File: config.mk
export PLATFORM = sky130hd
export DESIGN_NAME = booth_mult_param_flat
export DESIGN_NICKNAME = d
export VERILOG_FILES = /design/src/rtl/mult_pkg.sv /design/src/rtl/booth_mult_param_if.sv /design/src/rtl/booth_radix2_step.sv /design/src/rtl/booth_mult_param.sv /design/src/flat_wrapper.sv
export SDC_FILE = /design/constraint.sdc
export NUM_CORES = 1
export LEC_CHECK = 0
export BUFFER_PORTS_ARGS = -buffer_cell sky130_fd_sc_hd__buf_2
export CORE_ASPECT_RATIO = 1.2
export CORE_MARGIN = 2
export CORE_UTILIZATION = 63
export CTS_CLUSTER_DIAMETER = 100
export DETAILED_ROUTE_END_ITERATION = 12
export HOLD_SLACK_MARGIN = 0.15
export PLACE_DENSITY = 0.93
export SETUP_SLACK_MARGIN = 0.05
export SYNTH_ARGS = -nofsm -noshare
export SYNTH_HDL_FRONTEND = slang
export SYNTH_SLANG_ARGS = --single-unit
File: constraint.sdc
create_clock -name Clock -period 11.6 [get_ports Clock]
set_clock_uncertainty 0.2 [all_clocks]
set_input_delay 0.58 -clock Clock [delete_from_list [all_inputs] [get_ports Clock]]
set_output_delay 0.58 -clock Clock [all_outputs]
set_load 0.01 [all_outputs]
File: src/rtl/mult_pkg.sv
// Shared types for the sequential Booth multiplier: FSM states and radix-2 recode pairs.
package mult_pkg;

  typedef enum logic [1:0] {
    IDLE = 2'd0,
    RUN  = 2'd1,
    DONE = 2'd2
  } state_e;

  // P[1:0] patterns that trigger an add or subtract of the multiplicand.
  localparam logic [1:0] BOOTH_ADD = 2'b01;
  localparam logic [1:0] BOOTH_SUB = 2'b10;

endpackage

File: src/rtl/booth_mult_param_if.sv
// Start/stop handshake, operands and product halves between the control unit and the multiplier.
interface booth_mult_param_if #(
  parameter int WIDTH = 32
) ();

  logic             w_MultStart;
  logic             w_Signed;
  logic [WIDTH-1:0] w_A;
  logic [WIDTH-1:0] w_B;
  logic             w_MultBusy;
  logic             w_MultStop;
  logic [WIDTH-1:0] w_MULTHI;
  logic [WIDTH-1:0] w_MULTLO;

  modport master (
    output w_MultStart, w_Signed, w_A, w_B,
    input  w_MultBusy, w_MultStop, w_MULTHI, w_MULTLO
  );

  modport slave (
    input  w_MultStart, w_Signed, w_A, w_B,
    output w_MultBusy, w_MultStop, w_MULTHI, w_MULTLO
  );

endinterface

File: src/rtl/booth_radix2_step.sv
// One combinational radix-2 Booth step: conditional add/sub of the multiplicand, then arithmetic shift right.
module booth_radix2_step
  import mult_pkg::*;
#(
  parameter int PW = 67
) (
  input  logic [PW-1:0] p,
  input  logic [PW-1:0] a,
  input  logic [PW-1:0] s,
  output logic [PW-1:0] p_next
);

  logic [PW-1:0] sum;

  always_comb begin
    // NOTE: every always_comb output gets a default before the case, otherwise an unlisted path infers a latch.
    sum = p;
    case (p[1:0])
      BOOTH_ADD: sum = p + a;
      BOOTH_SUB: sum = p + s;
      default:   sum = p;
    endcase
    // Carry out of the add is dropped; the shift replicates the sign bit.
    p_next = {sum[PW-1], sum[PW-1:1]};
  end

endmodule

File: src/rtl/booth_mult_param.sv
// Sequential radix-2 Booth multiplier, WIDTH x WIDTH -> 2*WIDTH, signed (MULT) or unsigned (MULTU).
// Fixed latency: product and one-cycle stop appear WIDTH+2 cycles after start is presented.
module booth_mult_param
  import mult_pkg::*;
#(
  parameter int WIDTH = 32,
  parameter int CNT_W = $clog2(WIDTH + 2)
) (
  input  logic          Clock,
  input  logic          Reset,
  booth_mult_param_if.slave mult
);

  // Operands are widened by one bit so the most-negative signed value and the
  // all-ones unsigned value both multiply exactly with the same signed Booth core.
  localparam int XW = WIDTH + 1;
  localparam int PW = 2 * WIDTH + 3;

  state_e           state, state_nxt;
  logic [PW-1:0]    a_q, s_q, p_q, p_step;
  logic [CNT_W-1:0] cnt_q;
  logic [WIDTH-1:0] hi_q, lo_q;
  logic [XW-1:0]    m_ext, b_ext;
  logic             last_step;

  assign m_ext     = {mult.w_Signed & mult.w_A[WIDTH-1], mult.w_A};
  assign b_ext     = {mult.w_Signed & mult.w_B[WIDTH-1], mult.w_B};
  assign last_step = (cnt_q == CNT_W'(1));

  booth_radix2_step #(.PW(PW)) u_step (
    .p      (p_q),
    .a      (a_q),
    .s      (s_q),
    .p_next (p_step)
  );

  always_ff @(posedge Clock) begin
    // NOTE: sequential state uses non-blocking assignments so every register samples pre-edge values.
    if (!Reset) state <= IDLE;
    else        state <= state_nxt;
  end

  always_comb begin
    state_nxt = state;
    case (state)
      IDLE:    if (mult.w_MultStart) state_nxt = RUN;
      RUN:     if (last_step)        state_nxt = DONE;
      DONE:                          state_nxt = IDLE;
      default:                       state_nxt = IDLE;
    endcase
  end

  always_ff @(posedge Clock) begin
    if (!Reset) begin
      a_q   <= '0;
      s_q   <= '0;
      p_q   <= '0;
      cnt_q <= '0;
      hi_q  <= '0;
      lo_q  <= '0;
    end else begin
      case (state)
        IDLE: begin
          if (mult.w_MultStart) begin
            a_q   <= {m_ext, {(WIDTH + 2){1'b0}}};
            s_q   <= {-m_ext, {(WIDTH + 2){1'b0}}};
            p_q   <= {{XW{1'b0}}, b_ext, 1'b0};
            cnt_q <= CNT_W'(WIDTH + 1);
          end
        end
        RUN: begin
          p_q   <= p_step;
          cnt_q <= cnt_q - CNT_W'(1);
          // Only the final step publishes, so HI/LO never show a partial product.
          if (last_step) begin
            hi_q <= p_step[2*WIDTH:WIDTH+1];
            lo_q <= p_step[WIDTH:1];
          end
        end
        default: begin
        end
      endcase
    end
  end

  assign mult.w_MultBusy = (state != IDLE);
  assign mult.w_MultStop = (state == DONE);
  assign mult.w_MULTHI   = hi_q;
  assign mult.w_MULTLO   = lo_q;

endmodule
File: src/flat_wrapper.sv
// flat-port wrapper written by rule: the top's interface ports become plain ports
module booth_mult_param_flat import mult_pkg::*;
#(
  parameter int WIDTH = 32,
  parameter int CNT_W = $clog2(WIDTH + 2)
)
  (Clock, Reset, mult_w_MultStart, mult_w_Signed, mult_w_A, mult_w_B, mult_w_MultBusy, mult_w_MultStop, mult_w_MULTHI, mult_w_MULTLO);
  booth_mult_param_if #(.WIDTH(WIDTH)) mult_i ();
  input  logic Clock;
  input  logic Reset;
  input wire logic [$bits(mult_i.w_MultStart)-1:0] mult_w_MultStart;
  input wire logic [$bits(mult_i.w_Signed)-1:0] mult_w_Signed;
  input wire logic [$bits(mult_i.w_A)-1:0] mult_w_A;
  input wire logic [$bits(mult_i.w_B)-1:0] mult_w_B;
  output wire logic [$bits(mult_i.w_MultBusy)-1:0] mult_w_MultBusy;
  output wire logic [$bits(mult_i.w_MultStop)-1:0] mult_w_MultStop;
  output wire logic [$bits(mult_i.w_MULTHI)-1:0] mult_w_MULTHI;
  output wire logic [$bits(mult_i.w_MULTLO)-1:0] mult_w_MULTLO;
  assign mult_i.w_MultStart = mult_w_MultStart;
  assign mult_i.w_Signed = mult_w_Signed;
  assign mult_i.w_A = mult_w_A;
  assign mult_i.w_B = mult_w_B;
  assign mult_w_MultBusy = mult_i.w_MultBusy;
  assign mult_w_MultStop = mult_i.w_MultStop;
  assign mult_w_MULTHI = mult_i.w_MULTHI;
  assign mult_w_MULTLO = mult_i.w_MULTLO;
  booth_mult_param #(.WIDTH(WIDTH), .CNT_W(CNT_W)) u_core (.Clock(Clock), .Reset(Reset), .mult(mult_i));
endmodule
== After elaboration in Yosys (flattened, before gate mapping) ==
Index checks and enable logic that the tools add are counted.

* Register bits after elaboration: 205
* Output and inout port bits: 66
* Logic and storage cells: 35

* Add/subtract/negate cells: 4
* Equal/unequal tests: 7
* Muxes and demuxes: 8
* Bitwise gates (word level): 2
* Reductions and logical operators: 7

{| class="wikitable"
|+ Operators with widths
! operator !! number
|-
| case mux 67 bit (2 select lines) || 2
|-
| adder 67 bit || 2
|-
| two-way mux 67 bit || 1
|-
| negation 33 bit || 1
|-
| case mux 6 bit (2 select lines) || 1
|-
| AND reduction 2 bit || 4
|-
| == test 6 x 1 -> 1 bit, second input constant || 1
|-
| two-way mux 6 bit || 1
|-
| subtractor 6 x 1 -> 6 bit, second input constant || 1
|-
| == test 2 x 1 -> 1 bit, second input constant || 2
|-
| == test 2 bit, second input constant || 2
|-
| two-way mux 2 bit || 2
|-
| case mux 2 bit (2 select lines) || 1
|-
| nonzero test 2 bit || 2
|-
| bitwise AND 1 bit || 2
|-
| logical NOT 2 bit || 1
|-
| inequality test 2 x 1 -> 1 bit, second input constant || 1
|-
| inequality test 2 bit, second input constant || 1
|}

== Longest topological paths before layout ==
Gate-level depths: netlist of the first run.

* Depth after elaboration: 3
* Mapped depth: 15
* Mapped depth without buffers: 12

== Hierarchy ==
Synthesis of the first run repeated with hierarchy kept, for this count alone.

* Cell total of the unflattened synthesis: 1819
* Area total of the unflattened synthesis: 13369.1 um2

{| class="wikitable"
|+ Modules (own cells, without submodules)
! module !! times used !! cells each !! area each (um2) !! seq. area each (um2)
|-
| booth_mult_param || 1 || 1007 || 7920.1 || 4083.9
|-
| booth_radix2_step || 1 || 812 || 5449.0 || 0.0
|}

== Worst setup path after synthesis of the first run ==
No wires, ideal clock.

* Path kind: reg-to-reg
* From: register u_core.p_q[0]
* To: register u_core.hi_q[28], in the netlist u_core.mult.w_MULTHI[28]
* Setup time: 0.066 ns
* Arrival: 3.698 ns
* Setup slack: 7.636 ns
* Cell stages (with the launch flop): 16
* Cell sequence: dfxtp_1 inv_1 ha_1 clkbuf_1 clkbuf_1 mux2_2 ha_1 buf_6 a21o_1 a31o_4 a221oi_4 or4b_4 a31oi_4 a21oi_2 or3b_1 a21oi_2

* Cells in the longest elaborated chain, start to end: 2
* Elaborated cells between the ends (all ways): 5
* Those cells by class: 2 x add/sub; 2 x eq/ne; 1 x mux

{| class="wikitable"
|+ RTL lines
! element !! RTL line !! source
|-
| start: declaration || booth_mult_param.sv:20 || <nowiki>logic [PW-1:0] a_q, s_q, p_q, p_step;</nowiki>
|-
| start signal: assignment || booth_mult_param.sv:67 || <nowiki>p_q <= {{XW{1'b0}}, b_ext, 1'b0};</nowiki>
|-
| start signal: assignment || booth_mult_param.sv:72 || <nowiki>p_q <= p_step;</nowiki>
|-
| adder 67 bit (tied with other cells) || booth_radix2_step.sv:20 || <nowiki>BOOTH_SUB: sum = p + s;</nowiki>
|-
| case mux 67 bit (2 select lines) * || booth_radix2_step.sv:18 || <nowiki>case (p[1:0])</nowiki>
|-
| end signal: assignment || booth_mult_param.sv:76 || <nowiki>hi_q <= p_step[2*WIDTH:WIDTH+1];</nowiki>
|-
| end: declaration || booth_mult_param.sv:22 || <nowiki>logic [WIDTH-1:0] hi_q, lo_q;</nowiki>
|}

Mark *: on every way between the ends. The rest lies on a longest branch, timed or not.
A chain may end at the register's enable or synchronous reset.

== Worst setup path in the final report of the first run ==
* From: register u_core.p_q[1]
* To: register u_core.p_q[49]

* Cells in the longest elaborated chain, start to end: 3
* Elaborated cells between the ends (all ways): 6
* Those cells by class: 2 x add/sub; 2 x eq/ne; 2 x mux

{| class="wikitable"
|+ RTL lines
! element !! RTL line !! source
|-
| adder 67 bit (tied with other cells) || booth_radix2_step.sv:20 ||
|-
| case mux 67 bit (2 select lines) * || booth_radix2_step.sv:18 ||
|-
| case mux 67 bit (2 select lines) * || booth_mult_param.sv:62 || <nowiki>case (state)</nowiki>
|}

Marked as above.

==> flow_summary.ini, run 1 <==
[outcome]
status = completed

[pwr]
p_total_mw = 1.65
ir_worst_vdd_mv = 0.0962
p_leak_nw = 4.79
powerDensity_nw_per_um2 = 141

[global_routing]
grt_pass1_vias = 9692
grt_overflow = 0
track_usage_pct = 30.7
antenna_found_initial = 1
grt_pass1_wl_mm = 45.4
grt_max_degree = 107

[clock_network]
cts-htree-levels = 1
path_clk_slew_ns = 0.06
clkLatencyLatePin_ns = 0.50
cts_tree = done
cts.repair.resized = 0
cts_sinks = 203
cts_root_buf = clkbuf_16
post_cts_buffers = 0
clockBufferDepth = 3
cts_buffers = 20

[critical_path]
critPathKind = reg -> reg
rr_worst_depth = 11
path_delay_family = compound AO/OA/AOI/OAI gates
crit_top_cell = a21oi_1
crit_chain = ha_2 > mux2_2 > ha_1 > a21o_1 > a21oi_1 > a211oi_1 > o311ai_0 > a21oi_1 > or3_2 > nand3_1 > a21oi_1
required_ns = 11.73
worstSetupStartpointType = register
r2r_slack_ns = 7.08
path_buf_inv = 0
cp_max_fo = 32
slowest_delay_ns = 0.78
crit_arrival_ns = 4.65
r2r-end = u_core.p_q[49]
r2r-start = u_core.p_q[1]
cp-end-kind = register
worst_path_max_delay_cell = ha_2
crit_start = u_core.p_q[1]

[detailed_routing]
ant_nets = 0
vias = 10200
routedWlPerCell_um = 17.5
vias_per_cell = 6.26
routed_wl_mm = 28.5
dr.pass1.iters = 6
drcViolationCount = 0
drtIter0Drc = 986

[logic_synthesis]
async_reset_ff_share_pct = 0
synth_top_area_share_pct = 39.0
yosys_warnings = 0
synth_top_cell_by_area = dfxtp_1
synth_cells = 1334
synthesis.nets = 1439
synth-seq-cells = 203
synth_most_common_cell = nand2_1
ys_types = 73
syn_area_um2 = 10400
synth_common_cells = nand2_1 (273), a21oi_1 (208), dfxtp_1 (203), clkbuf_1 (87), nor2_1 (81)
yosys-top-cells-area = dfxtp_1 (39%), a21oi_1 (10%), nand2_1 (9.8%), ha_1 (4.3%), mux2_2 (3.3%)
ys.flop_type = dfxtp_1
ys_seq_area_share_pct = 39.0
synth_edf_count = 0
syn_area_per_cell_um2 = 7.82

[place]
hpwl_mm = 18.9
gp_congestion = 0.952
dp_worst_setup_slack_ns = 7.24
port_buffers = 133
dp_cells = 1589
place_area_um2 = 11100

[worst_hold_path]
min_from = mult_w_A[17]
hp-class = in -> reg
whs_path_depth = 3
min_to = u_core.a_q[51]

[finish]
nets = 1507
fill_cells = 1209
stdcell_count = 1629
post-route-util_pct = 72.5
syn2layout_area_growth_pct = 12.7
drive_gt1_share_pct = 16.4
design_area_um2 = 11800

[die]
ioPinCount = 134
dieWidth_um = 121
initial_core_util_pct = 64.4
core_area_um2 = 16200
die_area_um2 = 17600
fp.dieH_um = 145
num_rows = 51

[sta]
fmax_mhz = 221
slew_viol_final = 0
whs_ns = 0.149
setup_viol = 0
period_needed_ns = 4.52
rsz0062_at_grt = no
worst_pin_slew_ns = 1.14
slew_headroom_pct = 23.2
finalHoldViolations = 0
tns_ns = 0
finalCritPeriodShare_pct = 38.9
setup_slack_ns = 7.08

[flow_run]
max_cap_viol_count = 0
sequential cells by signal, indices dropped and copies added (netlist names):
signal                count
u_core.a_q               33
u_core.cnt_q              6
u_core.mult.w_MULTHI     32
u_core.mult.w_MULTLO     32
u_core.p_q               66
u_core.s_q               32
u_core.state              2
worst max-delay path by stage:
stage	slack [ns]	cells after the start	endpoint
CTS	7.19	11	u_core.p_q[49]
finish	7.08	11	u_core.p_q[49]
detailed placement	7.24	11	u_core.mult.w_MULTHI[28]
floorplan	7.64	15	u_core.mult.w_MULTHI[28]
global placement	7.33	12	u_core.p_q[49]
global route	6.93	12	u_core.mult.w_MULTHI[30]
kinds of logic (layout without fill, tap and decap cells):
kind of cell | count (synthesis) | in the layout | synth area share, %
adders and majority gates | 37 | 37 | 4.51
xor gates and xnor gates | 42 | 42 | 3.53
buffers and inverters | 116 | 198 | 4.29
muxes | 43 | 43 | 4.50
other | 0 | 1 | 0
and+or+nand+nor | 504 | 504 | 21.4
DFF | 203 | 203 | 39.0
AOI/OAI and AO/OA | 389 | 389 | 22.8
cell type report:
class	count	area [um2]	area share (%)
well taps	212	265	2.26
inverters	17	66.3	0.564
repair buffers	145	763	6.49
diodes	1	2.50	0.0213
flip-flops and latches	203	4060	34.6
multi-input cells	1015	5940	50.5
clock inverters	8	76.3	0.649
clock buffers	28	581	4.94
per-layer routing:
layer	global-route usage [%]	wire length, um
met5	0	0
met4	14.6	1190
met3	4.56	2380
met2	52.6	13800
met1	37.5	11200
cells in the final DEF, fill, tap and decap left out, drive strengths merged, types with 17 or more instances in the layout:
cell type | synthesis | routed
a21o | 17 | 17
a21oi | 210 | 210
a22oi | 32 | 32
buf | 12 | 142
clkbuf | 87 | 28
dfxtp | 203 | 203
ha | 36 | 36
mux2 | 31 | 31
nand2 | 273 | 273
nand3 | 56 | 56
nor2 | 81 | 81
nor3 | 19 | 19
o21ai | 44 | 44
xnor2 | 23 | 23
xor2 | 19 | 19
where the power goes:
part           total (mW)  internal [mW]  switching (mW)
sequential          0.759          0.733          0.0253
clock               0.651          0.373           0.278
combinational       0.245         0.0830           0.162
worst register-to-register path: cells and delay by family, from the launching register on:
family	cells	cell delay, ns
AO/OA/AOI/OAI	6	1.66
adder cells (fa/ha/maj)	2	1.15
AND/OR/NAND/NOR	2	0.55
multiplexers	1	0.43
flip-flops	1	0.37
what timing repair did:
| item | CTS | global route |
|---|---|---|
| endpoints found under the hold margin | 2 | 1 |
| hold buffers | 2 | 1 |
| setup endpoints to repair | 0 | 0 |
Note: power is estimated with default switching activity, not from simulation.
==> inputs of run 2 (changes only) <==
--- a/config.mk
+++ b/config.mk
@@ -8,11 +8,11 @@
 export BUFFER_PORTS_ARGS = -buffer_cell sky130_fd_sc_hd__buf_2
 export CORE_ASPECT_RATIO = 1.2
 export CORE_MARGIN = 2
-export CORE_UTILIZATION = 63
+export CORE_UTILIZATION = 58
 export CTS_CLUSTER_DIAMETER = 100
 export DETAILED_ROUTE_END_ITERATION = 12
 export HOLD_SLACK_MARGIN = 0.15
-export PLACE_DENSITY = 0.93
+export PLACE_DENSITY = 0.87
 export SETUP_SLACK_MARGIN = 0.05
 export SYNTH_ARGS = -nofsm -noshare
 export SYNTH_HDL_FRONTEND = slang
==> constraint.sdc (replaced) <==
create_clock -name Clock -period 4.38 [get_ports Clock]
set_clock_uncertainty 0.2 [all_clocks]
set_input_delay 0.219 -clock Clock [delete_from_list [all_inputs] [get_ports Clock]]
set_output_delay 0.219 -clock Clock [all_outputs]
set_load 0.01 [all_outputs]
==> flow_summary.ini, run 2 (synthesis results as in run 1) <==
[clock_network]
cts_tree = done
cts_root_buf = clkbuf_16
path_clk_slew_ns = 0.06
clkLatencyLatePin_ns = 0.50
cts-htree-levels = 1
clockBufferDepth = 3
cts_sinks = 203
post_cts_buffers = 0
cts_buffers = 21

[sta]
worst_pin_slew_ns = 1.10
period_needed_ns = 4.03
finalHoldViolations = 0
setup_viol = 0
finalCritPeriodShare_pct = 92.0
setup_slack_ns = 0.349
tns_ns = 0
rsz0062_at_grt = no
fmax_mhz = 248
slew_viol_final = 0
slew_headroom_pct = 26.9

[outcome]
status = completed

[detailed_routing]
ant_nets = 0
drcViolationCount = 0
drtIter0Drc = 870
dr.pass1.iters = 5
routedWlPerCell_um = 17.5
vias_per_cell = 6.07
routed_wl_mm = 30.0
vias = 10400

[finish]
nets = 1580
drive_gt1_share_pct = 16.1
final_cell_mix = nand2_1 (271), a21oi_1 (208), dfxtp_1 (203), buf_2 (133), nor2_1 (80)
final_common_cell = nand2_1
syn2layout_area_growth_pct = 19.8
design_area_um2 = 12500
diodes = 0
multi_input_area_um2 = 5940
fill_cells = 1308
stdcell_count = 1709
ff_latch_area_um2 = 4060
largest_reg_flops = 66
top_regs = u_core.p_q x66, u_core.a_q x33
regMostFlops = u_core.p_q

[pwr]
powerDensity_nw_per_um2 = 358
p_leak_nw = 5.11
ir_worst_vdd_mv = 0.237
p_total_mw = 4.48

[critical_path]
crit_arrival_ns = 4.17
critPathKind = reg -> reg
crit_start = u_core.p_q[1]
r2r-end = u_core.p_q[63]
cp-endpoint = u_core.p_q[63]
cp_max_fo = 11
cp-end-kind = register
r2r-start = u_core.p_q[1]
r2r_slack_ns = 0.35
worstSetupStartpointType = register
rr_worst_depth = 12
required_ns = 4.51

[die]
ioPinCount = 134
die_area_um2 = 19100
core_area_um2 = 17600
num_rows = 53
initial_core_util_pct = 59.4
fp.dieH_um = 151
dieWidth_um = 126

[global_routing]
track_usage_pct = 30.1
grt_overflow = 0
grt_pass1_wl_mm = 47.9
grt_pass1_vias = 9855
grt_max_degree = 186
antenna_found_initial = 0

[place]
place_area_um2 = 11200
hpwl_mm = 18.8
gp_congestion = 1.00
dp_cells = 1605
port_buffers = 133
dp_worst_setup_slack_ns = 0.406

[flow_run]
max_cap_viol_count = 0

[worst_hold_path]
hp-class = in -> reg
-- run 2: cell count changes in the layout (fill, tap and decap cells not counted), sizes merged --
cell,delta
diode,-1
inv,+1
clkinv,-3
dlygate4sd3,+64
buf,+8
clkbuf,+3
-- run 2: critical path: stages, from the launching register on --
cell	delay (ns)
dfxtp_1	0.35
ha_2	0.23
buf_4	0.23
mux2_2	0.36
ha_1	0.34
a21oi_1	0.28
o21ai_0	0.21
a221oi_4	0.35
or4b_4	0.55
a31oi_4	0.24
o311a_2	0.22
mux2i_1	0.20
a21oi_1	0.08
-- run 2: how the worst min path moves through the flow --
stage	from	to	slack, ns	depth (start not counted)
finish	mult_w_MultStart	u_core.s_q[62]	0.19	4
global placement	u_core.s_q[62]	u_core.s_q[62]	0.24	2
global route	mult_w_MultStart	u_core.s_q[62]	0.23	4
floorplan	mult_w_A[1]	u_core.a_q[35]	0.15	2
detailed placement	u_core.mult.w_MULTLO[10]	u_core.mult.w_MULTLO[10]	0.24	2
CTS	mult_w_MultStart	u_core.s_q[54]	0.18	4
-- run 2: final cells by class --
class,instances,share of cell area (%)
sequential,203,32.5
timing repair buffer,217,11.8
tap,220,2.20
clock inverter,6,0.471
multi-input combinational,1015,47.5
clock buffer,31,4.91
inverter,17,0.531
-- run 2: per-stage QoR --
stage               util (%)  hold slack (ns)
detailed placement      63.5            0.243
finish                  71.1            0.192
global route            71.1            0.228
global placement        63.5            0.235
floorplan                  -            0.155
CTS                     71.1            0.179
-- run 2: report_power, final --
group          switching [mW]  internal, mW
clock network           0.734          1.03
registers              0.0663          1.94
logic                   0.441         0.264
total                    1.24          3.23
-- run 2: what timing repair did --
| item | CTS | global route |
|---|---|---|
| endpoints found under the hold margin | 116 | 0 |
| hold buffers | 67 | 0 |
| gates resized for setup | 0 | 0 |
-- run 2: layer usage --
metal / share of wire, % / vias to the layer above / routed length [um] / global-route usage, %
met5: 0 / - / 0 / 0
met4: 3.8 / 0 / 1150 / 13.1
met3: 7.3 / 76 / 2200 / 4.20
met2: 48 / 468 / 14400 / 51.8
met1: 41 / 4838 / 12300 / 37.7
li1: - / 4989 / - / -
